### src/rtl/mem_access_unit.sv
//------------------------------------------------------------------------------
// mem_access_unit
//
// Memory front end for the multi-cycle datapath. Turns the per-step control
// levels (MemRd/MemWr/IorD/IRWr) from the microprogrammed control unit into a
// registered req/ready handshake to a variable-latency unified memory. Holds
// the Instruction Register and Memory Data Register and asserts Stall while an
// access is in flight.
//
// Optional build macro:
//   MEM_TIMEOUT_EN : abort an access after TIMEOUT_CYCLES WAIT cycles without
//                    mem_ready, setting the sticky bus_err flag.
//
// Parameters:
//   TIMEOUT_CYCLES : WAIT cycles tolerated before abort (1..255), only used
//                    when MEM_TIMEOUT_EN is defined.
//
// Ports:
//   clk, rst_n                    clock, asynchronous active-low reset
//   MemRd, MemWr, IorD, IRWr      control levels, held stable while Stall=1
//   PC, ALUOut, B                 instruction address, data address, store data
//   mem_req, mem_we               registered request / write enable
//   mem_addr, mem_wdata           registered address / write data
//   mem_rdata, mem_ready          read data / access complete from memory
//   IR, OP_Code, MDR              instruction reg, IR[31:26], memory data reg
//   Stall                         combinational hold to control unit and PC
//   bus_err                       sticky error flag
//------------------------------------------------------------------------------
module mem_access_unit #(
    parameter int TIMEOUT_CYCLES = 255
) (
    input  logic        clk,
    input  logic        rst_n,
    input  logic        MemRd,
    input  logic        MemWr,
    input  logic        IorD,
    input  logic        IRWr,
    input  logic [31:0] PC,
    input  logic [31:0] ALUOut,
    input  logic [31:0] B,
    output logic        mem_req,
    output logic        mem_we,
    output logic [31:0] mem_addr,
    output logic [31:0] mem_wdata,
    input  logic [31:0] mem_rdata,
    input  logic        mem_ready,
    output logic [31:0] IR,
    output logic [5:0]  OP_Code,
    output logic [31:0] MDR,
    output logic        Stall,
    output logic        bus_err
);

    localparam int DATA_W = 32;

    if (TIMEOUT_CYCLES < 1 || TIMEOUT_CYCLES > 255) begin : g_bad_timeout
        $error("mem_access_unit: TIMEOUT_CYCLES must be within 1..255");
    end

    typedef enum logic [1:0] {
        IDLE = 2'd0,
        WAIT = 2'd1,
        DONE = 2'd2
    } state_t;

    state_t              r_state;
    state_t              w_state_nxt;
    logic                w_issue;
    logic                r_req;
    logic                r_we;
    logic                r_ird;
    logic [DATA_W-1:0]   r_addr;
    logic [DATA_W-1:0]   r_wdata;
    logic [DATA_W-1:0]   r_ir;
    logic [DATA_W-1:0]   r_mdr;
    logic                r_bus_err;

`ifdef MEM_TIMEOUT_EN
    localparam logic [7:0] TO_LAST = 8'(TIMEOUT_CYCLES - 1);
    logic [7:0]          r_cnt;
    logic                w_timeout;

    // Counter holds the number of ready-less WAIT cycles already elapsed, so
    // the abort fires in the TIMEOUT_CYCLES-th WAIT cycle. Ready has priority.
    assign w_timeout = (r_state == WAIT) && !mem_ready && (r_cnt == TO_LAST);
`endif

    // ---- FSM state register ----
    always_ff @(posedge clk or negedge rst_n) begin
        if (!rst_n) begin
            r_state <= IDLE;
        end else begin
            r_state <= w_state_nxt;
        end
    end

    // ---- FSM next state and combinational Stall ----
    always_comb begin
        w_state_nxt = r_state;
        w_issue     = 1'b0;
        Stall       = 1'b0;
        case (r_state)
            IDLE: begin
                if (MemRd || MemWr) begin
                    Stall       = 1'b1;
                    w_issue     = 1'b1;
                    w_state_nxt = WAIT;
                end
            end
            WAIT: begin
                Stall = 1'b1;
                if (mem_ready) begin
                    w_state_nxt = DONE;
                end
`ifdef MEM_TIMEOUT_EN
                else if (w_timeout) begin
                    w_state_nxt = DONE;
                end
`endif
            end
            // One Stall-free cycle lets the control unit step past the
            // memory micro-op before any new request can be issued.
            DONE:    w_state_nxt = IDLE;
            default: w_state_nxt = IDLE;
        endcase
    end

    // ---- Request, address and data registers ----
    always_ff @(posedge clk or negedge rst_n) begin
        if (!rst_n) begin
            r_req     <= 1'b0;
            r_we      <= 1'b0;
            r_ird     <= 1'b0;
            r_addr    <= '0;
            r_wdata   <= '0;
            r_ir      <= '0;
            r_mdr     <= '0;
            r_bus_err <= 1'b0;
`ifdef MEM_TIMEOUT_EN
            r_cnt     <= 8'd0;
`endif
        end else begin
            if (w_issue) begin
                r_req   <= 1'b1;
                r_addr  <= IorD ? ALUOut : PC;
                r_wdata <= B;
                // A conflicting MemRd+MemWr step is treated as a write, so
                // it must never load IR.
                r_we    <= MemWr;
                r_ird   <= IRWr & ~MemWr;
                if (MemRd && MemWr) begin
                    r_bus_err <= 1'b1;
                end
`ifdef MEM_TIMEOUT_EN
                r_cnt   <= 8'd0;
`endif
            end

            if (r_state == WAIT) begin
                if (mem_ready) begin
                    if (!r_we) begin
                        r_mdr <= mem_rdata;
                        if (r_ird) begin
                            r_ir <= mem_rdata;
                        end
                    end
                    r_req <= 1'b0;
                    r_we  <= 1'b0;
                end
`ifdef MEM_TIMEOUT_EN
                else if (w_timeout) begin
                    r_req     <= 1'b0;
                    r_we      <= 1'b0;
                    r_bus_err <= 1'b1;
                end else begin
                    r_cnt <= r_cnt + 8'd1;
                end
`endif
            end
        end
    end

    assign mem_req   = r_req;
    assign mem_we    = r_we;
    assign mem_addr  = r_addr;
    assign mem_wdata = r_wdata;
    assign IR        = r_ir;
    assign OP_Code   = r_ir[31:26];
    assign MDR       = r_mdr;
    assign bus_err   = r_bus_err;

endmodule

### config.mk
export PLATFORM = sky130hd
export DESIGN_NAME = mem_access_unit
export DESIGN_NICKNAME = d
export VERILOG_FILES = /design/src/rtl/mem_access_unit.sv
export SDC_FILE = /design/constraint.sdc
export NUM_CORES = 1
export LEC_CHECK = 0
export ABC_AREA = 0
export CAP_MARGIN = 10
export CORE_ASPECT_RATIO = 1.2
export CORE_MARGIN = 2
export CORE_UTILIZATION = 35
export CTS_CLUSTER_SIZE = 28
export DETAILED_ROUTE_END_ITERATION = 16
export DONT_BUFFER_PORTS = 1
export HOLD_SLACK_MARGIN = 0.1
export PLACE_DENSITY = 0.51
export REMOVE_ABC_BUFFERS = 1
export SYNTH_ARGS = -nofsm -noshare
export SYNTH_HDL_FRONTEND = slang
export SYNTH_SLANG_ARGS = --single-unit
### constraint.sdc
create_clock -name clk -period 2.4 [get_ports clk]
set_input_delay 0.72 -clock clk [delete_from_list [all_inputs] [get_ports clk]]
set_output_delay 0.72 -clock clk [all_outputs]
set_load 0.005 [all_outputs]
==> results by group <==
Outcome
  • Status: complete, but fails checks
  • Failing checks: hold timing

Floorplan
  • Initial Utilization: 0.357
  • # rows: 50
  • # IOs: 273
  • Die Y: 142 um
  • Die width: 119 um
  • Full die area: 16900 um2
  • Core area: 15600 um2

Power
  • Pwr dens: 1390 nW/um2
  • Worst VDD drop: 556 uV
  • Leakage: 2.77 nW

Min path
  • Hold WC Path Type: primary input to asynchronous set/reset pin

STA
  • Worst-margin pin slew: 0.442 ns
  • Worst hold slack: -0.00353 ns
  • Final setup TNS: 0 ns
  • Peak Freq: 516 MHz
  • Hold Vio Cnt, Final: 7
  • Final Worst Setup Slack: 0.463 ns
  • Setup violations, final: 0
  • Slew Viols, Final: 0
  • Slew margin rel.: 0.705
  • Clock Skew: 0.00811 ns
  • Final worst-path cycle share: 0.807
  • RSZ-0062 raised after global routing: false
  • Crit path time final: 1.94 ns

Detailed routing
  • Remaining DRCs: 0
  • Routed len/inst: 20.1 um
  • Total routed wirelength: 11200 um
  • Drt first pass iters: 4
  • Initial DRC count: 101
  • DR vias: 2774
  • ANT nets after route: 0
  • Vias per inst: 4.98

Logic synthesis
  • Synth Area in Compound Gates: 0.00923
  • Multiplexer share of the synthesized area: 0.346
  • Distinct cell type count of the synthesized netlist: 21
  • Post-synth EDFFs: 0
  • Sequential element share of the synthesized area: 0.603
  • Yosys reg bits: 134
  • Main combinational cell family by area after synthesis: multiplexers
  • Synth Area in Simple Gates: 0.00990
  • Post-Synth XOR/XNOR Area: 0
  • Main synth FF type: dfrtp_1
  • Post-synthesis adder-cell area fraction: 0
  • Area leader, netlist: dfrtp_1
  • Synthesized cell area: 5560 um2
  • Share of flip-flops with an asynchronous set or reset: 1.00
  • Synth Area per Inst: 16.5 um2
  • Mapped Cells: 336
  • Yosys warnings: 0
  • Top cell type's share of synthesized area: 0.603
  • Top cells by area, synth: dfrtp_1, mux2_2, mux2_4, buf_4, buf_2

Clocking
  • Htree depth: 4
  • TritonCTS Buffers: 17
  • Clock Path Buffers: 2
  • Clock tree from TritonCTS: yes
  • Worst-path clk slew: 0.06 ns
  • Clk_lat worst skew: 0.41 ns
  • CTS Root Cell: clkbuf_16
  • Clk sinks: 134

Critical path
  • Worst R2R End: mem_wdata[27]$_DFFE_PN0P_
  • Crit path arrival time: 1.22 ns
  • R2R setup slack: 0.63 ns
  • Reg2reg path depth: 4
  • CP startpoint kind: flip-flop
  • Crit path required time: 1.68 ns
  • Crit path kind: flip-flop to output port
  • Worst r2r src: r_state[0]$_DFFE_PN0P_
  • CP max FO: 7
  • Crit. End Element: output port

GRT
  • Initial antenna violation count: 0
  • GRT Util Overall: 0.131
  • GRT Residual Overflow: 0
  • Largest net degree at the start of global routing: 135
  • First-pass GRT wire length: 16800 um
  • Vias in the first global route: 3092

Final layout
  • Final core occ: 0.409
  • Most common cell after layout, fill and taps aside: dfrtp_1
  • Nets: 471
  • Syn-to-layout area delta: 14.6%
  • Antenna diodes: 0
  • Share of layout cells above drive strength 1: 0.567
  • Most frequent cells in the layout: dfrtp_1, mux2_2, mux2_4

Placement
  • Place WS: 0.461 ns
  • RePlAce Congestion: 0.666
  • DP HPWL: 7960 um
  • IO Port Bufs: 0

Flow run
  • Max cap viols: 0
-- worst max-delay path, cell delays in order, from the launching register on --
cell and delay [ns]:
dfrtp_1 0.43, nor3_1 0.27, nor2_1 0.11
-- routing by layer --
| metal | vias up | share of wire | GRT usage |
|---|---|---|---|
| li1 | 1192 | - | - |
| met5 | - | 0 | 0 |
| met1 | 1369 | 0.36 | 0.139 |
| met3 | 12 | 0.14 | 0.0793 |
| met4 | 0 | 0.017 | 0.0595 |
| met2 | 201 | 0.48 | 0.208 |
-- Yosys cell counts (all sizes together), types with 2 or more instances --
master / n
mux2: 161
dfrtp: 134
o21ai: 2
inv: 2
nor2b: 2
nor2: 2
buf: 23
-- cells by family (layout without fill, tap and decap cells) --
logic type             count (synthesis)  in the layout
AO/OA/AOI/OAI                          7              7
flip-flops                           134            134
multiplexers                         161            161
AND/OR/NAND/NOR                        8              8
buffers and inverters                 26             39
-- where the power goes --
group          internal, W  leakage [nW]  total, W  switching [W]
combinational      0.00118         0.875   0.00166       0.000475
sequential         0.00339          1.59   0.00436       0.000968
clock              0.00190         0.312   0.00285       0.000949
total              0.00647          2.77   0.00886        0.00239
-- final cells by class --
| class | instances | area [um2] |
|---|---|---|
| Sequential cell | 134 | 3350 |
| Tap cell | 208 | 260 |
| Timing Repair Buffer | 5 | 62.6 |
| Clock buffer | 20 | 457 |
| Multi-Input combinational cell | 176 | 2030 |
| Inverter | 2 | 7.51 |
| Clock inverter | 12 | 200 |
| Fill cell | 1429 | 9200 |
-- per-stage QoR --
step / hold slack (ns) / power (W) / std cells / area (um2)
6_report: -0.00353 / 0.00886 / 557 / 6370
5_1_grt: -0.0329 / 0.00937 / 557 / 6370
4_1_cts: -0.0273 / 0.00903 / 557 / 6370
3_5_place_dp: 0.427 / 0.00611 / 525 / 5720
3_3_place_gp: 0.428 / 0.00606 / 525 / 5720
2_1_floorplan: 0.424 / 0.00557 / 312 / 5390
-- sequential cells by signal (all words and copies together) (netlist names) --
name	cells
mem_we	1
IR	32
mem_req	1
r_state	2
MDR	32
bus_err	1
mem_wdata	32
mem_addr	32
r_ird	1
-- worst max path at each step --
| stage | start | to | slack (ns) | depth (start not counted) |
|---|---|---|---|---|
| 6_report | r_state[0]$_DFFE_PN0P_ | Stall | 0.46 | 2 |
| 5_1_grt | r_state[0]$_DFFE_PN0P_ | Stall | 0.41 | 2 |
| 4_1_cts | r_state[0]$_DFFE_PN0P_ | Stall | 0.44 | 2 |
| 3_5_place_dp | mem_ready | MDR[10]$_DFFE_PN0P_ | 0.46 | 3 |
| 3_3_place_gp | mem_ready | MDR[15]$_DFFE_PN0P_ | 0.48 | 3 |
| 2_1_floorplan | MemWr | mem_addr[0]$_DFFE_PN0P_ | -0.39 | 2 |
-- what timing repair did --
action,in CTS,in global routing
hold endpoints to repair,134,134
setup buffers,0,0
gates resized for setup,0,0
Power figures use the tool's default switching activity.
